===== config.mk =====
export PLATFORM = sky130hd
export DESIGN_NAME = icache_assoc_flat
export DESIGN_NICKNAME = d
export VERILOG_FILES = /design/src/rtl/icache_assoc_if.sv /design/src/rtl/icache_assoc.sv /design/src/flat_wrapper.sv
export SDC_FILE = /design/constraint.sdc
export NUM_CORES = 1
export LEC_CHECK = 0
export BUFFER_PORTS_ARGS = -buffer_cell sky130_fd_sc_hd__buf_4
export CORE_MARGIN = 1.5
export CORE_UTILIZATION = 46
export CTS_BUF_LIST = sky130_fd_sc_hd__clkbuf_8
export CTS_CLUSTER_DIAMETER = 120
export DETAILED_ROUTE_END_ITERATION = 16
export GPL_TIMING_DRIVEN = 0
export SLEW_MARGIN = 20
export SYNTH_ARGS = -nofsm -noshare
export SYNTH_HDL_FRONTEND = slang
export SYNTH_SLANG_ARGS = --single-unit

===== constraint.sdc =====
create_clock -name CLK -period 17.9 [get_ports CLK]
set_input_delay 1.79 -clock CLK [delete_from_list [all_inputs] [get_ports CLK]]
set_output_delay 1.79 -clock CLK [all_outputs]
set_load 0.01 [all_outputs]

===== src/rtl/icache_assoc_if.sv =====
// Fetch-side and memory-side signals of the set-associative instruction cache.
// master: fetch unit / memory controller environment; slave: the cache itself.
interface icache_assoc_if #(
    parameter int unsigned BLOCK_WORDS = 2
);
    localparam int unsigned BADDR_W = 30 - $clog2(BLOCK_WORDS);

    logic                       icache_REN;
    logic [31:0]                icache_addr;
    logic                       icache_halt;
    logic                       icache_hit;
    logic [31:0]                icache_load;
    logic                       imem_REN;
    logic [BADDR_W-1:0]         imem_block_addr;
    logic                       imem_hit;
    logic [32*BLOCK_WORDS-1:0]  imem_load;

    modport master (
        output icache_REN, icache_addr, icache_halt, imem_hit, imem_load,
        input  icache_hit, icache_load, imem_REN, imem_block_addr
    );

    modport slave (
        input  icache_REN, icache_addr, icache_halt, imem_hit, imem_load,
        output icache_hit, icache_load, imem_REN, imem_block_addr
    );
endinterface


===== src/rtl/icache_assoc.sv =====
// Set-associative instruction cache with tree pseudo-LRU replacement and a latched-address fill FSM.
// Optional next-line prefetch after demand fills: define ICACHE_NEXT_LINE_PREFETCH_EN.
module icache_assoc #(
    parameter int unsigned NUM_SETS    = 8,
    parameter int unsigned NUM_WAYS    = 2,
    parameter int unsigned BLOCK_WORDS = 2
) (
    input  logic          CLK,
    input  logic          RST,
    output logic          DUT_error,
    icache_assoc_if.slave bus
);
    localparam int unsigned WORD_BITS = $clog2(BLOCK_WORDS);
    localparam int unsigned IDX_BITS  = $clog2(NUM_SETS);
    localparam int unsigned OFF_BITS  = 2 + WORD_BITS;
    localparam int unsigned BADDR_W   = 30 - WORD_BITS;
    localparam int unsigned TAG_BITS  = 32 - OFF_BITS - IDX_BITS;
    localparam int unsigned LVLS      = $clog2(NUM_WAYS);
    localparam int unsigned WAY_BITS  = (NUM_WAYS > 1) ? LVLS : 1;
    localparam int unsigned PLRU_W    = (NUM_WAYS > 1) ? NUM_WAYS - 1 : 1;
    localparam int unsigned BLK_W     = 32 * BLOCK_WORDS;

    typedef enum logic [1:0] {
        S_IDLE     = 2'd0,
        S_FILL     = 2'd1,
        S_HALTED   = 2'd2
`ifdef ICACHE_NEXT_LINE_PREFETCH_EN
        , S_PREFETCH = 2'd3
`endif
    } state_t;

    state_t               state_q, state_d;
    logic [BADDR_W-1:0]   fill_addr_q, fill_addr_d;
    logic                 halt_q, halt_d;

    logic [NUM_WAYS-1:0]  valid_q [NUM_SETS];
    logic [PLRU_W-1:0]    plru_q  [NUM_SETS];
    logic [TAG_BITS-1:0]  tag_q   [NUM_SETS][NUM_WAYS];
    logic [BLK_W-1:0]     data_q  [NUM_SETS][NUM_WAYS];

    // Heap-ordered tree: node n has children 2n and 2n+1; a bit of 1 steers towards the right child.
    function automatic logic [WAY_BITS-1:0] plru_victim(input logic [PLRU_W-1:0] bits);
        int unsigned node;
        node = 1;
        for (int l = 0; l < int'(LVLS); l++) begin
            node = 2 * node + (bits[node-1] ? 1 : 0);
        end
        return WAY_BITS'(node - NUM_WAYS);
    endfunction

    function automatic logic [PLRU_W-1:0] plru_touch(input logic [PLRU_W-1:0] bits,
                                                     input logic [WAY_BITS-1:0] way);
        logic [PLRU_W-1:0] res;
        int unsigned       node;
        int unsigned       dir;
        res  = bits;
        node = 1;
        for (int l = 0; l < int'(LVLS); l++) begin
            dir           = (32'(way) >> (int'(LVLS) - 1 - l)) & 32'd1;
            res[node-1]   = (dir == 0);
            node          = 2 * node + dir;
        end
        return res;
    endfunction

    // Demand address decode and lookup
    logic [IDX_BITS-1:0]  req_idx;
    logic [TAG_BITS-1:0]  req_tag;
    logic [WORD_BITS-1:0] req_word;
    logic [BADDR_W-1:0]   req_block;
    logic                 lookup_hit;
    logic [WAY_BITS-1:0]  hit_way;
    logic [BLK_W-1:0]     hit_block;

    assign req_idx   = bus.icache_addr[OFF_BITS +: IDX_BITS];
    assign req_tag   = bus.icache_addr[31 -: TAG_BITS];
    assign req_word  = bus.icache_addr[2 +: WORD_BITS];
    assign req_block = bus.icache_addr[31:OFF_BITS];

    always_comb begin
        lookup_hit = 1'b0;
        hit_way    = '0;
        for (int w = 0; w < int'(NUM_WAYS); w++) begin
            if (valid_q[req_idx][w] && tag_q[req_idx][w] == req_tag) begin
                lookup_hit = 1'b1;
                hit_way    = WAY_BITS'(w);
            end
        end
    end

    assign hit_block = data_q[req_idx][hit_way];

    // Fill target: lowest invalid way wins over the PLRU choice
    logic [IDX_BITS-1:0]  fill_idx;
    logic [TAG_BITS-1:0]  fill_tag;
    logic [WAY_BITS-1:0]  victim;

    assign fill_idx = fill_addr_q[IDX_BITS-1:0];
    assign fill_tag = fill_addr_q[BADDR_W-1 -: TAG_BITS];

    always_comb begin
        victim = plru_victim(plru_q[fill_idx]);
        for (int w = int'(NUM_WAYS) - 1; w >= 0; w--) begin
            if (!valid_q[fill_idx][w]) victim = WAY_BITS'(w);
        end
    end

`ifdef ICACHE_NEXT_LINE_PREFETCH_EN
    logic [BADDR_W-1:0]   next_block;
    logic [IDX_BITS-1:0]  next_idx;
    logic                 next_resident;

    assign next_block = fill_addr_q + BADDR_W'(1);
    assign next_idx   = next_block[IDX_BITS-1:0];

    // block+1 always lands in a different set, so the concurrent fill write cannot affect this check
    always_comb begin
        next_resident = 1'b0;
        for (int w = 0; w < int'(NUM_WAYS); w++) begin
            if (valid_q[next_idx][w] && tag_q[next_idx][w] == next_block[BADDR_W-1 -: TAG_BITS])
                next_resident = 1'b1;
        end
    end
`endif

    logic serving;
    logic req_valid;
    logic miss_c;
    logic hit_c;
    logic fill_c;
    logic imem_ren_c;
    logic err_c;
    logic [BADDR_W-1:0] block_addr_c;

`ifdef ICACHE_NEXT_LINE_PREFETCH_EN
    assign serving = (state_q == S_IDLE) || (state_q == S_PREFETCH);
`else
    assign serving = (state_q == S_IDLE);
`endif

    assign req_valid = bus.icache_REN && !bus.icache_halt;
    assign miss_c    = req_valid && !lookup_hit;
    assign hit_c     = !RST && req_valid && lookup_hit && serving;

    // Next-state and memory-side outputs
    always_comb begin
        state_d      = state_q;
        fill_addr_d  = fill_addr_q;
        halt_d       = halt_q;
        imem_ren_c   = 1'b0;
        block_addr_c = '0;
        err_c        = 1'b0;
        fill_c       = 1'b0;
        case (state_q)
            S_IDLE: begin
                err_c = bus.imem_hit;
                if (bus.icache_halt) begin
                    state_d = S_HALTED;
                end else if (miss_c) begin
                    imem_ren_c   = 1'b1;
                    block_addr_c = req_block;
                    fill_addr_d  = req_block;
                    state_d      = S_FILL;
                end
            end
            S_FILL: begin
                imem_ren_c   = 1'b1;
                block_addr_c = fill_addr_q;
                halt_d       = halt_q | bus.icache_halt;
                if (bus.imem_hit) begin
                    fill_c = 1'b1;
`ifdef ICACHE_NEXT_LINE_PREFETCH_EN
                    if (!next_resident) begin
                        fill_addr_d = next_block;
                        state_d     = S_PREFETCH;
                    end else
`endif
                    state_d = (halt_q || bus.icache_halt) ? S_HALTED : S_IDLE;
                end
            end
`ifdef ICACHE_NEXT_LINE_PREFETCH_EN
            S_PREFETCH: begin
                imem_ren_c   = 1'b1;
                block_addr_c = fill_addr_q;
                halt_d       = halt_q | bus.icache_halt;
                if (bus.imem_hit) begin
                    fill_c = 1'b1;
                    if (halt_q || bus.icache_halt) begin
                        state_d = S_HALTED;
                    end else if (miss_c && req_block != fill_addr_q) begin
                        fill_addr_d = req_block;
                        state_d     = S_FILL;
                    end else begin
                        state_d = S_IDLE;
                    end
                end
            end
`endif
            S_HALTED: begin
                err_c = bus.imem_hit;
            end
            default: begin
                state_d = S_IDLE;
            end
        endcase
        if (RST) begin
            imem_ren_c   = 1'b0;
            block_addr_c = '0;
            err_c        = 1'b0;
            fill_c       = 1'b0;
        end
    end

    assign bus.icache_hit      = hit_c;
    assign bus.icache_load     = hit_c ? hit_block[{req_word, 5'd0} +: 32] : 32'h0;
    assign bus.imem_REN        = imem_ren_c;
    assign bus.imem_block_addr = block_addr_c;
    assign DUT_error           = err_c;

    // Control state, valid bits and replacement state
    always_ff @(posedge CLK) begin
        if (RST) begin
            state_q     <= S_IDLE;
            fill_addr_q <= '0;
            halt_q      <= 1'b0;
            for (int s = 0; s < int'(NUM_SETS); s++) begin
                valid_q[s] <= '0;
                plru_q[s]  <= '0;
            end
        end else begin
            state_q     <= state_d;
            fill_addr_q <= fill_addr_d;
            halt_q      <= halt_d;
            if (hit_c) begin
                plru_q[req_idx] <= plru_touch(plru_q[req_idx], hit_way);
            end
            if (fill_c) begin
                valid_q[fill_idx][victim] <= 1'b1;
                plru_q[fill_idx]          <= plru_touch(plru_q[fill_idx], victim);
            end
        end
    end

    // Tag and data arrays carry no reset; valid bits qualify them
    always_ff @(posedge CLK) begin
        if (fill_c) begin
            tag_q[fill_idx][victim]  <= fill_tag;
            data_q[fill_idx][victim] <= bus.imem_load;
        end
    end
endmodule


===== src/flat_wrapper.sv =====
// flat-port wrapper written by rule: the top's interface ports become plain ports
module icache_assoc_flat 
#(
    parameter int unsigned NUM_SETS    = 8,
    parameter int unsigned NUM_WAYS    = 2,
    parameter int unsigned BLOCK_WORDS = 2
)
  (CLK, RST, DUT_error, bus_icache_REN, bus_icache_addr, bus_icache_halt, bus_imem_hit, bus_imem_load, bus_icache_hit, bus_icache_load, bus_imem_REN, bus_imem_block_addr);
  icache_assoc_if #(.BLOCK_WORDS(BLOCK_WORDS)) bus_i ();
  input  logic CLK;
  input  logic RST;
  output logic DUT_error;
  input wire logic [$bits(bus_i.icache_REN)-1:0] bus_icache_REN;
  input wire logic [$bits(bus_i.icache_addr)-1:0] bus_icache_addr;
  input wire logic [$bits(bus_i.icache_halt)-1:0] bus_icache_halt;
  input wire logic [$bits(bus_i.imem_hit)-1:0] bus_imem_hit;
  input wire logic [$bits(bus_i.imem_load)-1:0] bus_imem_load;
  output wire logic [$bits(bus_i.icache_hit)-1:0] bus_icache_hit;
  output wire logic [$bits(bus_i.icache_load)-1:0] bus_icache_load;
  output wire logic [$bits(bus_i.imem_REN)-1:0] bus_imem_REN;
  output wire logic [$bits(bus_i.imem_block_addr)-1:0] bus_imem_block_addr;
  assign bus_i.icache_REN = bus_icache_REN;
  assign bus_i.icache_addr = bus_icache_addr;
  assign bus_i.icache_halt = bus_icache_halt;
  assign bus_i.imem_hit = bus_imem_hit;
  assign bus_i.imem_load = bus_imem_load;
  assign bus_icache_hit = bus_i.icache_hit;
  assign bus_icache_load = bus_i.icache_load;
  assign bus_imem_REN = bus_i.imem_REN;
  assign bus_imem_block_addr = bus_i.imem_block_addr;
  icache_assoc #(.NUM_SETS(NUM_SETS), .NUM_WAYS(NUM_WAYS), .BLOCK_WORDS(BLOCK_WORDS)) u_core (.CLK(CLK), .RST(RST), .DUT_error(DUT_error), .bus(bus_i));
endmodule

==> results.json <==
{
  "status": "finished clean",
  "antenna_found_initial": 14,
  "overflow": 0,
  "fin_setup_tns_ps": 0,
  "synth_edf_count": 1448,
  "r2r_setup_slack_ps": 13170,
  "nets": 3475,
  "finClkSkew_ps": 42.92,
  "clock.fmax_mhz": 102.4,
  "internal_power_uw": 5245,
  "ctsResizeCount": 0,
  "avgRoutedWirePerCell_um": 31.16,
  "num_io_pins": 165,
  "dp_cells": 4789,
  "clockBufferDepth": 3,
  "synth_warnings": 0,
  "min_period_ps": 9762,
  "slew_viol_final": 0,
  "total_power_uw": 6767,
  "worstHoldPathType": "reg2reg",
  "numCtsBuffers": 232,
  "cts_setup_buffers": 0,
  "initial_core_util": 0.4649,
  "first_pass_iters": 6,
  "place_congestion": 0.8852,
  "syn2layout_area_growth_pct": 17.22,
  "power.share.clock": 0.382,
  "cts_tree": "done",
  "syn_avg_cell_area_um2": 20.65,
  "dieArea_um2": 129400,
  "maxCapViolCount": 0,
  "vdd_drop_max_mv": 0.07699,
  "seqPwrFrac": 0.571,
  "crit_type": "in2out",
  "rows": 130,
  "critPathMaxFanout": 10,
  "syn_nets": 2935,
  "clockRootBuffer": "clkbuf_8",
  "cp.arrival_ps": 7970,
  "whs_ps": 466.1,
  "drcViolationCount": 0,
  "ctsHoldBuffers": 0,
  "viasPerCell": 5.997,
  "dp_hpwl_um": 110000,
  "htreeDepth": 4,
  "clock_latency_ps": 940,
  "combPwrFrac": 0.047,
  "clkTransAtPathRegs_ps": 70,
  "drt_iter0_drc": 4043,
  "drtAntennaViolNets": 0,
  "synthesis.area_um2": 58530,
  "core-area_um2": 125900,
  "synth_cell_types": 52,
  "setup_violations": 0,
  "rsz0062_at_grt": "false",
  "drive_gt1_frac": 0.2874,
  "final_util": 0.5450,
  "stdcell_count": 5205,
  "grt_pass1_vias": 31640,
  "drt-total-wl_um": 162200,
  "track_usage": 0.2516,
  "start_kind": "input port",
  "synth_ff_type": "edfxtp_1",
  "die_h_um": 359.7,
  "ys_seq_area_frac": 0.7604,
  "p_sw_frac": 0.2249,
  "port_buffers": 159,
  "clkSinkCount": 1499,
  "async_reset_ff_frac": 0,
  "yosys_register_bits": 1499,
  "pwr_density_cell_nw_per_um2": 98.63,
  "power_leakage_uw": 0.02258,
  "grt_pass1_wl_um": 230400,
  "period_share": 0.5454,
  "max_slew.worst_pin.slew_ps": 1168,
  "switching_power_uw": 1522,
  "slew-limit-headroom": 0.2216,
  "grt_max_degree": 19,
  "vias": 31210,
  "die_x_um": 359.7,
  "crit_required_ps": 16110,
  "syn_inst": 2834,
  "hold_viol": 0,
  "endpoint_kind": "primary output"
}
[Yosys cell counts, drive strengths merged (11+ instances only)]
| master | n | area share |
|---|---|---|
| nand2 | 142 | 0.0091 |
| a221oi | 16 | 0.0024 |
| mux4 | 321 | 0.12 |
| o21ai | 19 | 0.0016 |
| a21oi | 41 | 0.0035 |
| buf | 61 | 0.0063 |
| a21o | 13 | 0.0017 |
| nand2b | 18 | 0.0019 |
| clkbuf | 97 | 0.0062 |
| nor3 | 14 | 0.0012 |
| edfxtp | 1448 | 0.74 |
| a31o | 19 | 0.0028 |
| mux2i | 245 | 0.042 |
| nor2 | 60 | 0.0038 |
| a32o | 20 | 0.0034 |
| a22o | 14 | 0.0021 |
| nand3 | 17 | 0.0015 |
| o22ai | 12 | 0.0013 |
| inv | 41 | 0.0026 |
| o32ai | 25 | 0.0037 |
| xnor2 | 33 | 0.0049 |
| a22oi | 21 | 0.0027 |
| mux2 | 11 | 0.0021 |
| dfxtp | 51 | 0.017 |
[sequential cells by signal, summed over array words and instances, names as in the netlist, named ones only]
signal / flops
u_core.valid_q: 16
u_core.tag_q: 416
u_core.halt_q: 1
u_core.plru_q: 8
u_core.data_q: 1024
u_core.state_q: 2
u_core.fill_addr_q: 29
[critical path, stage by stage]
cell      delay (ps)
buf_4             90
buf_2            190
buf_2            390
buf_2            430
buf_2            540
mux2i_1          560
xnor2_1          170
nor4_1           790
and4_1           280
clkbuf_1         230
o21a_1           670
clkbuf_1         670
a21boi_0         680
a32o_1           290
buf_4            150
[power by group through the flow]
stage / clock (uW) / sequential (uW) / combinational [uW]
finish: 2590 / 3860 / 317
global route: 2780 / 3860 / 335
CTS: 2630 / 3860 / 315
detailed placement: 0 / 3940 / 315
global placement: 0 / 3940 / 305
floorplan: 0 / 3930 / 176
[per-layer routing]
layer	track usage	vias to the layer above	wire length, um
met4	0.08275	14	4667
met1	0.3510	16400	66850
met3	0.05844	321	14580
met5	0	-	92
li1	-	12820	-
met2	0.3932	1659	76000
[cell type report]
cell class                      instances  area, um2
Clock buffer                          235       3234
Clock inverter                        177      889.6
Tap cell                             1650       2064
Fill cell                            9657      57290
Buffer                                158      755.7
Timing Repair Buffer                  306       3747
Inverter                               41      153.9
Sequential cell                      1499      44500
Multi-Input combinational cell       1136      13250
Antenna cell                            3      7.507
[cells in the final DEF (no fill, tap or decap), types with 21 or more instances in the layout]
cell type / instances
a21oi_1: 41
a22oi_1: 21
buf_12: 27
buf_16: 52
buf_2: 34
buf_4: 228
buf_6: 22
clkbuf_1: 80
clkbuf_8: 235
clkinv_1: 60
clkinv_2: 27
dfxtp_1: 51
edfxtp_1: 1448
inv_1: 112
mux2i_1: 245
mux4_2: 321
nand2_1: 142
nor2_1: 48
o32ai_1: 25
xnor2_1: 33
[metrics by stage]
step                      setup WS (ps)  cell area [um2]
after global placement            -1309            61780
after detailed placement           8372            64450
after global routing               8009            68600
after CTS                          8363            68580
after floorplan                    8283            58530
final                              8138            68610
[worst paths after layout]
kind / from / to / cells past startpoint
hold reg to reg: u_core.valid_q[4][1] / u_core.valid_q[4][1] / 1
hold / removal: u_core.valid_q[4][1] / u_core.valid_q[4][1] / 1
setup reg to reg: u_core.tag_q[3][4] / u_core.plru_q[5] / 11
setup / recovery: bus_icache_addr[5] / bus_icache_load[23] / 15
[cell families (layout without fill, tap and decap cells)]
kind of cell           after synthesis  count (layout)  synth area share
AND/OR/NAND/NOR                    296             296           0.02277
AO/OA/AOI/OAI                      228             228           0.02893
multiplexers                       577             577            0.1675
buffers and inverters              199             917           0.01514
other                                0               3                 0
flip-flops                        1499            1499            0.7604
XOR/XNOR                            35              35          0.005238
No activity file was read; power rests on OpenSTA's default activity.
